**config.mk**
```make
export PLATFORM = sky130hd
export DESIGN_NAME = fifo_rd_packer_flat
export DESIGN_NICKNAME = d
export VERILOG_FILES = /design/src/rtl/fifo_pkg.sv /design/src/rtl/fifo_rd_packer_if.sv /design/src/rtl/rd_pack_accum.sv /design/src/rtl/fifo_rd_packer.sv /design/src/flat_wrapper.sv
export SDC_FILE = /design/constraint.sdc
export NUM_CORES = 1
export LEC_CHECK = 0
export BUFFER_PORTS_ARGS = -buffer_cell sky130_fd_sc_hd__buf_2
export CELL_PAD_IN_SITES_DETAIL_PLACEMENT = 1
export CELL_PAD_IN_SITES_GLOBAL_PLACEMENT = 1
export CORE_UTILIZATION = 30
export CTS_BUF_LIST = sky130_fd_sc_hd__clkbuf_16
export CTS_CLUSTER_SIZE = 16
export DETAILED_ROUTE_END_ITERATION = 12
export PLACE_DENSITY = 0.52
export SLEW_MARGIN = 25
export SYNTH_ARGS = -nofsm -noshare
export SYNTH_HDL_FRONTEND = slang
export SYNTH_SLANG_ARGS = --single-unit
```
**constraint.sdc**
```tcl
create_clock -name rclk -period 4.35 [get_ports rclk]
set_clock_uncertainty 0.1 [all_clocks]
set_input_delay 0.2175 -clock rclk [delete_from_list [all_inputs] [get_ports rclk]]
set_output_delay 0.2175 -clock rclk [all_outputs]
set_load 0.05 [all_outputs]
```
**src/rtl/fifo_pkg.sv**
```systemverilog
// Shared types and helpers for the read-side FIFO drain/packer.
package fifo_pkg;

  typedef enum logic [1:0] {StFill, StDrain, StEmit, StDone} rd_pack_state_t;

  // Width able to hold any count from 0 to pack inclusive.
  function automatic int unsigned cnt_w(input int unsigned pack);
    return $clog2(pack + 1);
  endfunction

endpackage

```
**src/rtl/fifo_rd_packer_if.sv**
```systemverilog
// Packed-word output stream of the read-side packer (valid/ready).
interface fifo_rd_packer_if #(
  parameter int unsigned DATA_WIDTH = 8,
  parameter int unsigned PACK       = 4
);
  localparam int unsigned CNT_W = fifo_pkg::cnt_w(PACK);

  logic [DATA_WIDTH*PACK-1:0] out_data;
  logic [CNT_W-1:0]           out_bytes;
  logic                       out_last;
  logic                       out_valid;
  logic                       out_ready;

  modport master (output out_data, out_bytes, out_last, out_valid, input out_ready);
  modport slave  (input out_data, out_bytes, out_last, out_valid, output out_ready);

endinterface

```
**src/rtl/rd_pack_accum.sv**
```systemverilog
// Lane-write accumulator: bytes fill lanes in arrival order; clear zeroes every lane so a
// partial word is naturally zero-padded.
module rd_pack_accum #(
  parameter int unsigned DATA_WIDTH = 8,
  parameter int unsigned PACK       = 4,
  parameter int unsigned CNT_W      = 3
) (
  input  logic                       rclk,
  input  logic                       rrst,
  input  logic                       wr_en,
  input  logic [DATA_WIDTH-1:0]      wr_data,
  input  logic                       clear,
  output logic [DATA_WIDTH*PACK-1:0] acc_word,
  output logic [CNT_W-1:0]           acc_cnt
);

  logic [PACK-1:0][DATA_WIDTH-1:0] lanes_q, lanes_d;
  logic [CNT_W-1:0]                cnt_q, cnt_d;

  // A byte written in the clear cycle becomes lane 0 of the next word.
  always_comb begin
    lanes_d = clear ? '0 : lanes_q;
    cnt_d   = clear ? '0 : cnt_q;
    if (wr_en) begin
      for (int unsigned i = 0; i < PACK; i++) begin
        if (cnt_d == CNT_W'(i)) lanes_d[i] = wr_data;
      end
      cnt_d = cnt_d + CNT_W'(1);
    end
  end

  always_ff @(posedge rclk or posedge rrst) begin
    if (rrst) begin
      lanes_q <= '0;
      cnt_q   <= '0;
    end else begin
      lanes_q <= lanes_d;
      cnt_q   <= cnt_d;
    end
  end

  assign acc_word = lanes_q;
  assign acc_cnt  = cnt_q;

endmodule

```
**src/rtl/fifo_rd_packer.sv**
```systemverilog
// Read-domain drain stage: pops the async FIFO, packs PACK entries per output word and, on
// flush, emits the zero-padded partial word marked last.
module fifo_rd_packer
  import fifo_pkg::*;
#(
  parameter int unsigned DATA_WIDTH = 8,
  parameter int unsigned PACK       = 4
) (
  input  logic                  rclk,
  input  logic                  rrst,
  input  logic                  rempty,
  input  logic [DATA_WIDTH-1:0] rdata,
  output logic                  rinc,
  input  logic                  flush,
  output logic                  flush_done,
  fifo_rd_packer_if.master      out_if
);

  localparam int unsigned      CNT_W   = cnt_w(PACK);
  localparam logic [CNT_W-1:0] PackCnt = CNT_W'(PACK);
  localparam logic [CNT_W:0]   PackSum = (CNT_W + 1)'(PACK);

  rd_pack_state_t             state_q;
  logic [CNT_W-1:0]           inflight_q;
  logic [CNT_W-1:0]           acc_cnt;
  logic [DATA_WIDTH*PACK-1:0] acc_word;
  logic [CNT_W:0]             slot_sum, slot_eff;
  logic                       out_free, landing, move_full, load_part;

  assign out_free = !out_if.out_valid || out_if.out_ready;
  assign landing  = (inflight_q != '0);

  // In DRAIN a full word still leaves normally when a byte popped in the flush cycle lands.
  assign move_full = (acc_cnt == PackCnt) && out_free &&
                     ((state_q == StFill) || ((state_q == StDrain) && landing));
  assign load_part = (state_q == StDrain) && !landing && (acc_cnt != '0) && out_free;

  assign slot_sum = {1'b0, acc_cnt} + {1'b0, inflight_q};
  assign slot_eff = move_full ? slot_sum - PackSum : slot_sum;

  // Taking the last slot needs a free out register now: it then stays free for the landing
  // cycle, where the full word moves out and the landing byte starts the next one.
  assign rinc = !rrst && !rempty && (state_q == StFill) &&
                ((slot_eff < PackSum) || ((slot_eff == PackSum) && out_free));

  rd_pack_accum #(
    .DATA_WIDTH(DATA_WIDTH),
    .PACK      (PACK),
    .CNT_W     (CNT_W)
  ) u_accum (
    .rclk    (rclk),
    .rrst    (rrst),
    .wr_en   (landing),
    .wr_data (rdata),
    .clear   (move_full || load_part),
    .acc_word(acc_word),
    .acc_cnt (acc_cnt)
  );

  always_ff @(posedge rclk or posedge rrst) begin
    if (rrst) begin
      state_q          <= StFill;
      inflight_q       <= '0;
      flush_done       <= 1'b0;
      out_if.out_valid <= 1'b0;
      out_if.out_data  <= '0;
      out_if.out_bytes <= '0;
      out_if.out_last  <= 1'b0;
    end else begin
      inflight_q <= CNT_W'(rinc);
      flush_done <= 1'b0;
      if (out_if.out_valid && out_if.out_ready) out_if.out_valid <= 1'b0;
      if (move_full || load_part) begin
        out_if.out_data  <= acc_word;
        out_if.out_bytes <= acc_cnt;
        out_if.out_last  <= load_part;
        out_if.out_valid <= 1'b1;
      end
      case (state_q)
        StFill:  if (flush) state_q <= StDrain;
        StDrain: begin
          if (!landing) begin
            if (acc_cnt == '0) begin
              state_q    <= StDone;
              flush_done <= 1'b1;
            end else if (out_free) begin
              state_q <= StEmit;
            end
          end
        end
        StEmit: begin
          if (out_if.out_valid && out_if.out_ready) begin
            state_q    <= StDone;
            flush_done <= 1'b1;
          end
        end
        StDone:  state_q <= StFill;
        default: state_q <= StFill;
      endcase
    end
  end

  // A byte may land into a full accumulator only in the cycle that word leaves.
  a_no_overfill: assert property (@(posedge rclk) disable iff (rrst) slot_eff <= PackSum);

endmodule

```
**src/flat_wrapper.sv**
```systemverilog
// flat-port wrapper written by rule: the top's interface ports become plain ports
module fifo_rd_packer_flat import fifo_pkg::*;
#(
  parameter int unsigned DATA_WIDTH = 8,
  parameter int unsigned PACK       = 4
)
  (rclk, rrst, rempty, rdata, rinc, flush, flush_done, out_if_out_data, out_if_out_bytes, out_if_out_last, out_if_out_valid, out_if_out_ready);
  fifo_rd_packer_if #(.DATA_WIDTH(DATA_WIDTH), .PACK(PACK)) out_if_i ();
  input  logic rclk;
  input  logic rrst;
  input  logic rempty;
  input  logic [DATA_WIDTH-1:0] rdata;
  output logic rinc;
  input  logic flush;
  output logic flush_done;
  output wire logic [$bits(out_if_i.out_data)-1:0] out_if_out_data;
  output wire logic [$bits(out_if_i.out_bytes)-1:0] out_if_out_bytes;
  output wire logic [$bits(out_if_i.out_last)-1:0] out_if_out_last;
  output wire logic [$bits(out_if_i.out_valid)-1:0] out_if_out_valid;
  input wire logic [$bits(out_if_i.out_ready)-1:0] out_if_out_ready;
  assign out_if_out_data = out_if_i.out_data;
  assign out_if_out_bytes = out_if_i.out_bytes;
  assign out_if_out_last = out_if_i.out_last;
  assign out_if_out_valid = out_if_i.out_valid;
  assign out_if_i.out_ready = out_if_out_ready;
  fifo_rd_packer #(.DATA_WIDTH(DATA_WIDTH), .PACK(PACK)) u_core (.rclk(rclk), .rrst(rrst), .rempty(rempty), .rdata(rdata), .rinc(rinc), .flush(flush), .flush_done(flush_done), .out_if(out_if_i));
endmodule
```
==> qor.csv, run 1 <==
stage;metric;value;unit
status;status;completed;
timing;achievable frequency;287;MHz
timing;part of the cycle the worst path needs;0.801;
flow_run;Max-Cap Viols;0;
power_and_ir_drop;Worst VDD drop;0.301;mV
power_and_ir_drop;PD cells;777;mW/mm²
floorplan;die width;110;µm
detailed_routing;Pre-antenna DRT Iters;4;
placement;Port-buffer cells;51;
final_layout;nets;325;
synthesis;Synth Flop Type;dfrtp_1;
placement;pre-CTS setup slack;0.829;ns
setup_path;crit path DAT;3.60;ns
final_layout;Antenna Cells;0;
setup_path;Setup crit start kind;flip-flop;
floorplan;Die Area;0.0120;mm²
synthesis;Mapped Area;0.00347;mm²
clocking;CTS tree;built;
setup_path;Worst Path Max Fanout;9;
timing;actual slew at the worst max-slew pin;0.800;ns
floorplan;height of the die;110;µm
floorplan;Boundary Pins;52;
clocking;clk_lat worst skew;0.33;ns
power_and_ir_drop;Net Sw Power;1340;µW
power_and_ir_drop;Gate power share;0.426;
power_and_ir_drop;leak pwr;0.00207;µW
detailed_routing;initial DRC count;73;
power_and_ir_drop;clock share of power;0.236;
worst_hold_path;worst min path class;primary input to flip-flop;
synthesis;Synth Instances;245;
placement;GP Congestion;0.718;
clocking;Resized Gates After CTS;0;
synthesis;Synth top area share;0.549;
clocking;H-tree depth;3;
placement;DP HPWL;5390;µm
clocking;Setup Buffers After CTS;0;
floorplan;Std-Cell Rows;38;
detailed_routing;post-DR vias/cell;4.84;
timing;final setup fails;0;
synthesis;Synth area leader;dfrtp_1;
detailed_routing;post-DR wirelength/cell;17.9;µm
power_and_ir_drop;Flop pwr share;0.338;
detailed_routing;via count;2160;
floorplan;core area;0.0110;mm²
timing;Fin. Hold Viols;0;
synthesis;syn_area_per_cell;14.2;µm²
grt;GRT Residual Overflow;0;
grt;gr usage total;0.146;
grt;first-pass GRT wire length;12900;µm
synthesis;Seq/Total Area, Yosys;0.549;
synthesis;post-synth net total;269;
setup_path;R2R depth;11;
synthesis;Yosys reg bits;76;
clocking;CTS clk-pin slew, worst paths;0.06;ns
grt;largest net degree at the start of global routing;45;
timing;Slew Limit Fails;0;
synthesis;ranking of synthesized cells by area;dfrtp_1 (55%), mux2_4 (14%), a22o_1 (6.1%), ha_1 (4.0%), nand2_1 (2.5%);
power_and_ir_drop;sw frac;0.418;
clocking;buffers from clock root to sink, at most;2;
timing;Slew headroom;0.466;
worst_hold_path;hold-critical path depth;4;
grt;vias in the first global route;2266;
synthesis;number of synthesized flops with an enable pin;0;
synthesis;Yosys cell types;45;
final_layout;synth-to-layout area growth;19.1;%
detailed_routing;Post-Route WL;7980;µm
final_layout;share of cells above drive strength 1;0.369;
grt;initial antenna violation count;0;
clocking;root buffer cell;clkbuf_16;
detailed_routing;post-route ant nets;0;
setup_path;Required @ worst endpoint;4.46;ns
final_layout;post-route cell area;0.00413;mm²
floorplan;Initial Util;0.314;
timing;Setup TNS;0;ns
clocking;Num Clock Sinks;76;
placement;placed cell areas;0.00382;mm²
setup_path;WS Path Type;flip-flop to flip-flop;
timing;RSZ-0062 raised after global routing;no;
timing;fin worst setup slack;0.866;ns
clocking;TritonCTS Buffers;9;
timing;Final min period;3.48;ns
synthesis;YS warnings;0;
detailed_routing;Remaining DRCs;0;
power_and_ir_drop;Final Total Pwr;3210;µW
setup_path;Critical Path End Type;flip-flop;
synthesis;Synth async-reset ratio;1.00;
power_and_ir_drop;P_int;1870;µW
==> state kept, by name, indices dropped and copies added, names as in the netlist <==
| name | count |
|---|---|
| u_core.out_if.out_valid | 1 |
| u_core.out_if.out_data | 32 |
| u_core.out_if.out_bytes | 3 |
| u_core.inflight_q | 1 |
| u_core.flush_done | 1 |
| u_core.u_accum.acc_word | 32 |
| u_core.out_if.out_last | 1 |
| u_core.state_q | 2 |
| u_core.u_accum.acc_cnt | 3 |
==> metal layers <==
layer | share of wire | up-vias | global-route usage
met4 | 0.015 | 0 | 0.0610
met5 | 0 | - | 0
met2 | 0.44 | 37 | 0.211
met1 | 0.52 | 1111 | 0.213
met3 | 0.030 | 9 | 0.0243
li1 | - | 1003 | -
==> through the flow <==
step	instances	util	hold WS, ns
6_report	446	0.374	0.0469
5_1_grt	446	0.374	0.0746
4_1_cts	445	0.373	0.0506
3_5_place_dp	429	0.346	0.365
3_3_place_gp	429	0.346	0.359
2_1_floorplan	245	-	0.240
==> final cells by class <==
type | count | area, µm²
tap | 140 | 175
timing repair buffer | 54 | 293
inverter | 10 | 38.8
clock inverter | 7 | 75.1
fill | 1170 | 6900
multi-input combinational | 150 | 1420
clock buffer | 9 | 225
sequential | 76 | 1900
==> logic make-up (layout without fill, tap and decap cells) <==
| family | Yosys count | after routing | share of synthesized area |
|---|---|---|---|
| flip-flops | 76 | 76 | 0.549 |
| AO/OA/AOI/OAI | 55 | 55 | 0.137 |
| AND/OR/NAND/NOR | 48 | 48 | 0.0819 |
| multiplexers | 35 | 35 | 0.148 |
| buffers and inverters | 19 | 80 | 0.0422 |
| adder cells (fa/ha/maj) | 11 | 11 | 0.0397 |
| XOR/XNOR | 1 | 1 | 0.00253 |
==> cells in the mapped netlist (all sizes together) (3+ instances only) <==
cell type / n
a21oi: 4
mux2: 34
a22o: 24
inv: 10
nand3b: 3
buf: 8
o21ai: 11
o41ai: 3
or3: 4
dfrtp: 76
ha: 11
nand2: 23
nor3: 4
==> layout by cell type, fill, tap and decap left out, drive strengths merged, types with 2 or more instances in the layout <==
cell / count
a211oi: 2
a21oi: 4
a22o: 24
a32oi: 2
buf: 53
clkbuf: 9
clkinv: 3
clkinvlp: 2
dfrtp: 76
ha: 11
inv: 11
mux2: 34
nand2: 23
nand3b: 3
nor2: 2
nor2b: 2
nor3: 4
nor4: 2
o21ai: 11
o41ai: 3
or2: 2
or3: 4
==> critical path: stages (launching register included) <==
cell	delay [ns]
dfrtp_1	0.38
inv_1	0.11
ha_1	0.28
nor2_2	0.45
nor4_4	0.11
or3b_2	0.54
inv_1	0.11
ha_1	0.18
nand2_1	0.09
o41ai_4	0.57
nor3_2	0.22
a22o_1	0.24
==> power by group through the flow <==
stage          clock (µW)  sequential [µW]  combinational [µW]
6_report              757             1080                1370
2_1_floorplan           0             1440                 765
3_5_place_dp            0             1090                1370
5_1_grt               809             1110                1460
3_3_place_gp            0             1090                1360
4_1_cts               775             1090                1380
==> worst paths after layout <==
check	end	slack, ns	startpoint
setup / recovery	u_core.u_accum.acc_word[14]	0.87	u_core.state_q[1]
hold / removal	u_core.inflight_q[0]	0.05	rempty
setup reg to reg	u_core.u_accum.acc_word[14]	0.87	u_core.state_q[1]
hold reg to reg	u_core.out_if.out_bytes[2]	0.38	u_core.out_if.out_bytes[2]
max in group asynchronous	u_core.out_if.out_data[23]	2.74	rrst
min in group asynchronous	u_core.inflight_q[0]	0.46	rrst
==> repair_timing <==
item / in CTS / in global routing
hold buffers: 0 / 1
hold endpoints to repair: 0 / 16
endpoints found under the setup margin: 0 / 0
(Power assumes the default switching activity.)
==> inputs of run 2 (changes only) <==
Settings changed: ABC_AREA set to 1, PLACE_DENSITY 0.52 to 0.58.
Clock period 4.35 ns to 3.1 ns, I/O delays scaled along.
==> run 2 against run 1 <==
Effect of this change:
- maximum frequency increased by 36%
- worst setup slack got worse by 0.32 ns
- die area rose by 2.5%
- power increased by 58%
- synthesized cell count grew 64%
- hold slack got worse by 0.030 ns
- sequential share of layout area shrank 1.1 points
- sequential power is 49% higher
- register-to-register slack lost 0.32 ns
- largest cell class unchanged
- largest power group unchanged
==> qor.csv, run 2 <==
stage;metric;value;unit
setup_path;slowest cell on the critical path;dfrtp_1;
detailed_routing;Post-Route WL;8430;µm
detailed_routing;Remaining DRCs;0;
final_layout;share of cells above drive strength 1;0.228;
detailed_routing;post-route ant nets;0;
synthesis;XOR/XNOR Fraction of Synth Area;0;
synthesis;Mapped Area;0.00356;mm²
timing;Min Hold Slack;0.0170;ns
synthesis;Seq/Total Area, Yosys;0.535;
final_layout;nets;478;
detailed_routing;post-DR wirelength/cell;14.1;µm
grt;gr usage total;0.153;
clocking;CTS clk-pin slew, worst paths;0.05;ns
setup_path;Required @ worst endpoint;3.25;ns
timing;Final min period;2.56;ns
synthesis;Synth top area share;0.535;
power_and_ir_drop;Net Sw Power;2320;µW
grt;first-pass GRT wire length;14700;µm
power_and_ir_drop;leak pwr;0.00214;µW
synthesis;Yosys reg bits;76;
power_and_ir_drop;clock share of power;0.213;
timing;achievable frequency;391;MHz
clocking;TritonCTS Buffers;9;
setup_path;Worst Path Max Fanout;9;
final_layout;fillcell total;1387;
synthesis;Synth Flop Type;dfrtp_1;
grt;initial antenna violation count;0;
detailed_routing;via count;2745;
synthesis;simple-gate share of the synthesized area;0.260;
timing;Setup TNS;0;ns
grt;vias in the first global route;2908;
placement;DP HPWL;5790;µm
grt;largest net degree at the start of global routing;51;
power_and_ir_drop;Final Total Pwr;5060;µW
floorplan;Boundary Pins;52;
setup_path;WS Path Type;flip-flop to flip-flop;
floorplan;core area;0.0115;mm²
floorplan;height of the die;111;µm
clocking;H-tree depth;3;
final_layout;commonest cells after routing, fill and taps aside;nand2_1 (100), dfrtp_1 (76), nor2_1 (54), nand3_1 (51), buf_2 (51);
clocking;buffers from clock root to sink, at most;2;
timing;Fin. Hold Viols;0;
setup_path;crit path DAT;2.70;ns
final_layout;Antenna Cells;0;
synthesis;Commonest cells post-synth;nand2_1 (100), dfrtp_1 (76), nor2_1 (54), nand3_1 (51), inv_1 (35);
final_layout;commonest non-fill, non-tap cell in the layout;nand2_1;
clocking;Resized Gates After CTS;0;
synthesis;Synth area leader;dfrtp_1;
timing;final setup fails;0;
synthesis;adder-cell share of the synthesized area;0.0387;
synthesis;Compound-Gate Fraction of Synth Area;0.0813;
floorplan;Std-Cell Rows;39;
synthesis;number of synthesized flops with an enable pin;0;
setup_path;Critical Path End Type;flip-flop;
power_and_ir_drop;PD cells;1200;mW/mm²
floorplan;Initial Util;0.310;
detailed_routing;initial DRC count;137;
synthesis;YS warnings;0;
setup_path;CP max stage delay;0.41;ns
setup_path;crit-path cells;inv_1 > ha_1 > nand2_1 > nand2_1 > nand4_2 > nand3_1 > inv_1 > ha_1 > ha_1 > nand2_1 > nand2_1 > o21ai_0;
synthesis;ranking of synthesized cells by area;dfrtp_1 (53%), nand2_1 (11%), nand3_1 (7.2%), a21oi_2 (6.2%), nor2_1 (5.7%);
power_and_ir_drop;Flop pwr share;0.318;
detailed_routing;post-DR vias/cell;4.58;
clocking;Num Clock Sinks;76;
timing;part of the cycle the worst path needs;0.824;
placement;GP Congestion;0.782;
synthesis;count leader, synth;nand2_1;
setup_path;CP most frequent cell;nand2_1;
detailed_routing;Pre-antenna DRT Iters;4;
synthesis;Yosys cell types;24;
synthesis;Synth Instances;402;
power_and_ir_drop;P_int;2740;µW
synthesis;post-synth net total;426;
placement;Port-buffer cells;51;
synthesis;Synth async-reset ratio;1.00;
flow_run;Max-Cap Viols;0;
clocking;CTS tree;built;
floorplan;Die Area;0.0123;mm²
power_and_ir_drop;sw frac;0.459;
synthesis;syn_area_per_cell;8.85;µm²
timing;Slew headroom;0.580;
power_and_ir_drop;Worst VDD drop;0.523;mV
synthesis;proportion of synthesized area in mux cells;0.00281;
setup_path;Setup crit start kind;flip-flop;
final_layout;Core Util, Final;0.369;
synthesis;largest family of logic cells by synthesized area;simple AND/OR/NAND/NOR gates;
clocking;root buffer cell;clkbuf_16;
worst_hold_path;worst min path class;primary input to flip-flop;
status;status;completed;
setup_path;family with the most delay on the worst path;simple AND/OR/NAND/NOR gates;
timing;actual slew at the worst max-slew pin;0.629;ns
power_and_ir_drop;Gate power share;0.469;
timing;RSZ-0062 raised after global routing;no;
floorplan;die width;111;µm
setup_path;CP bufs+invs;2;
timing;Slew Limit Fails;0;
grt;GRT Residual Overflow;0;
final_layout;synth-to-layout area growth;19.0;%
clocking;clk_lat worst skew;0.34;ns
[run 2: cell types whose count changed after synthesis, sizes merged, moves of 3 or more]
cell | previous run | this run
a21oi | 4 | 28
clkinv | 0 | 3
mux2 | 34 | 0
or3 | 4 | 0
nand4 | 0 | 3
a22o | 24 | 0
nor2 | 2 | 55
nand3 | 1 | 52
nand2 | 23 | 105
buf | 8 | 16
o41ai | 3 | 0
inv | 10 | 36
[run 2: stage by stage]
step,cells,instance area (µm²),setup slack [ns]
finish,600,4230,0.545
global placement,585,3930,0.773
detailed placement,585,3930,0.577
CTS,600,4230,0.551
global route,600,4230,0.301
floorplan,402,3560,0.690
[run 2: worst min-delay path: stages]
cell	delay, ns
buf_2	0.08
nor3_1	0.04
nand3_1	0.07
nor2_1	0.06
[run 2: cell families after synthesis]
| logic type | after synthesis |
|---|---|
| AOI/OAI and AO/OA | 39 |
| and+or+nand+nor | 218 |
| DFF | 76 |
| muxes | 1 |
| buffers and inverters | 57 |
| adders and majority gates | 11 |
[run 2: final timing paths]
check / from / endpoint / slack [ns] / cells after the start
max in group asynchronous: rrst / u_core.out_if.out_data[8] / 1.85 / 4
min in group asynchronous: rrst / u_core.out_if.out_valid / 0.36 / 3
setup / recovery: u_core.state_q[1] / u_core.u_accum.acc_word[30] / 0.54 / 12
hold reg to reg: u_core.out_if.out_last / u_core.out_if.out_last / 0.37 / 2
setup reg to reg: u_core.state_q[1] / u_core.u_accum.acc_word[30] / 0.54 / 12
hold / removal: rempty / u_core.inflight_q[0] / 0.02 / 4
[run 2: metal layers]
layer  part of all wire  track usage  up-vias  routed length (µm)
met3              0.036       0.0383        8                 302
li1                   -            -     1370                   -
met4              0.014       0.0631        0                 114
met5                  0            0        -                   0
met1               0.47        0.204     1319                3970
met2               0.48        0.238       48                4050
[run 2: repair_timing]
action | 4_1_cts | 5_1_grt
hold buffers | 1 | 0
setup buffers | 0 | 0
hold endpoints to repair | 26 | 0
[run 2: power by group through the flow]
stage               sequential [µW]  combinational [µW]  clock [µW]
floorplan                      2380                1190           0
global placement               1620                2350           0
detailed placement             1630                2400           0
CTS                            1620                2410        1110
global route                   1670                2630        1150
finish                         1610                2370        1080
[run 2: final cells by class]
cell class                 instances  area (µm²)  area share
clock buffer                       9         225      0.0532
clock inverter                     5        71.3      0.0169
inverter                          39         146      0.0346
multi-input combinational        269        1370       0.323
sequential                        76        1900       0.449
tap                              143         179      0.0423
timing repair buffer              59         343      0.0810
==> inputs of run 3 (changes only) <==
Clock period 3.1 ns to 2.1 ns, I/O delays scaled along.
==> run 3 against run 2 <==
Effect of this change:
- worst setup slack got worse by 0.47 ns
- non-clock buffer count is 30 higher
- final area increased by 11%
- first-iteration DRC count is 13% lower
- register-to-register slack lost 0.41 ns
- power is 58% higher
- critical path depth fell by 1
==> qor.csv, run 3 (same netlist as run 2, synthesis figures left out) <==
stage;metric;value;unit
setup_path;R2R depth;12;
final_layout;commonest cells after routing, fill and taps aside;nand2_1 (94), dfrtp_1 (74), nor2_1 (52), buf_2 (50), nand3_1 (46);
setup_path;WS Path Type;flip-flop to primary output;
setup_path;crit path DAT;1.82;ns
timing;final setup fails;0;
setup_path;Critical Path End Type;primary output;
placement;Port-buffer cells;51;
final_layout;Antenna Cells;0;
power_and_ir_drop;sw frac;0.455;
worst_hold_path;worst min path class;primary input to flip-flop;
clocking;buffers from clock root to sink, at most;2;
detailed_routing;Pre-antenna DRT Iters;4;
grt;largest net degree at the start of global routing;59;
setup_path;Worst Path Max Fanout;4;
floorplan;die width;111;µm
timing;actual slew at the worst max-slew pin;0.491;ns
floorplan;core area;0.0115;mm²
floorplan;Boundary Pins;52;
timing;part of the cycle the worst path needs;0.962;
detailed_routing;via count;2849;
timing;achievable frequency;495;MHz
worst_hold_path;hold-critical path depth;6;
floorplan;Initial Util;0.310;
power_and_ir_drop;P_int;4370;µW
final_layout;nets;509;
power_and_ir_drop;clock share of power;0.206;
detailed_routing;post-DR wirelength/cell;13.9;µm
grt;initial antenna violation count;0;
clocking;clk_lat worst skew;0.34;ns
grt;vias in the first global route;3007;
timing;Setup TNS;0;ns
power_and_ir_drop;Gate power share;0.498;
timing;Final min period;2.02;ns
grt;first-pass GRT wire length;15200;µm
floorplan;height of the die;111;µm
detailed_routing;post-DR vias/cell;4.50;
clocking;TritonCTS Buffers;9;
floorplan;Std-Cell Rows;39;
clocking;root buffer cell;clkbuf_16;
placement;GP Congestion;0.747;
grt;GRT Residual Overflow;0;
timing;Fin. Hold Viols;0;
detailed_routing;initial DRC count;119;
power_and_ir_drop;Flop pwr share;0.296;
final_layout;synth-to-layout area growth;32.1;%
timing;Slew headroom;0.672;
power_and_ir_drop;Worst VDD drop;0.651;mV
flow_run;Max-Cap Viols;0;
final_layout;Core Util, Final;0.410;
final_layout;commonest non-fill, non-tap cell in the layout;nand2_1;
detailed_routing;Post-Route WL;8830;µm
setup_path;Setup crit start kind;flip-flop;
setup_path;Required @ worst endpoint;1.89;ns
floorplan;Die Area;0.0123;mm²
power_and_ir_drop;PD cells;1710;mW/mm²
grt;gr usage total;0.158;
timing;Slew Limit Fails;0;
clocking;Num Clock Sinks;76;
power_and_ir_drop;leak pwr;0.00232;µW
clocking;H-tree depth;3;
timing;RSZ-0062 raised after global routing;yes;
clocking;CTS tree;built;
detailed_routing;Remaining DRCs;0;
placement;DP HPWL;5980;µm
final_layout;share of cells above drive strength 1;0.320;
power_and_ir_drop;Final Total Pwr;8020;µW
power_and_ir_drop;Net Sw Power;3650;µW
detailed_routing;post-route ant nets;0;
clocking;CTS clk-pin slew, worst paths;0.06;ns
status;status;completed;
run 3: changes by cell type in the layout (fill, tap and decap cells not counted), sizes merged:
cell         before  now
clkinv            4    0
clkinvlp          0    4
buf              58   78
inv              38   41
dlygate4sd3       1   11
run 3: cell type report:
type | instances | area [µm²]
fill | 1317 | 6770
tap | 143 | 179
sequential | 76 | 1900
timing repair buffer | 89 | 632
timing repair inverter | 1 | 7.51
inverter | 39 | 153
clock inverter | 7 | 86.3
multi-input combinational | 269 | 1510
clock buffer | 9 | 225
run 3: repair_timing:
item / in CTS / in global routing
resized for setup: 20 / 30
gates cloned: 0 / 1
pin swaps: 5 / 8
hold buffers: 11 / 0
setup endpoints to repair: 33 / 33
endpoints found under the hold margin: 40 / 0
buffers inserted: 2 / 3
run 3: power by group through the flow:
| stage | Sequential, µW | Clock (µW) | Combinational, µW |
|---|---|---|---|
| after floorplan | 3510 | 0 | 1780 |
| after global placement | 2360 | 0 | 3740 |
| after detailed placement | 2380 | 0 | 3830 |
| after CTS | 2380 | 1700 | 3960 |
| after global routing | 2450 | 1760 | 4390 |
| final | 2370 | 1650 | 4000 |
run 3: worst max-delay path, stage by stage, from the launching register on:
cell and delay [ns]:
dfrtp_2 0.41, inv_2 0.05, ha_1 0.20, inv_2 0.08, nand2_4 0.06, buf_6 0.12
nand3_4 0.08, nand3_2 0.08, nand2_1 0.06, nor2_1 0.04, nor2_2 0.11, buf_6 0.17
run 3: final timing paths:
check	start	end	slack, ns
max in group asynchronous	rrst	u_core.out_if.out_data[3]	0.98
min	flush	u_core.state_q[0]	0.22
min in group asynchronous	rrst	u_core.state_q[0]	0.24
max reg2reg	u_core.state_q[1]	u_core.u_accum.acc_word[28]	0.13
max	u_core.state_q[0]	rinc	0.08
min reg2reg	u_core.out_if.out_last	u_core.out_if.out_last	0.37
run 3: routing by layer:
layer  vias to the layer above  GRT usage  share of wire
li1                       1436          -              -
met1                      1370      0.211           0.48
met2                        32      0.248           0.48
met3                        11     0.0355          0.026
met4                         0     0.0667          0.017
met5                         -          0              0
run 3: stage by stage:
step	hold WS, ns	instances	setup WS (ns)	instance area, µm²
floorplan	0.150	402	0.00347	3590
global placement	0.0571	601	-0.0429	4090
detailed placement	0.0732	601	-0.150	4090
CTS	0.235	630	-0.0213	4600
global route	0.296	633	-0.0239	4700
finish	0.224	633	0.0798	4700
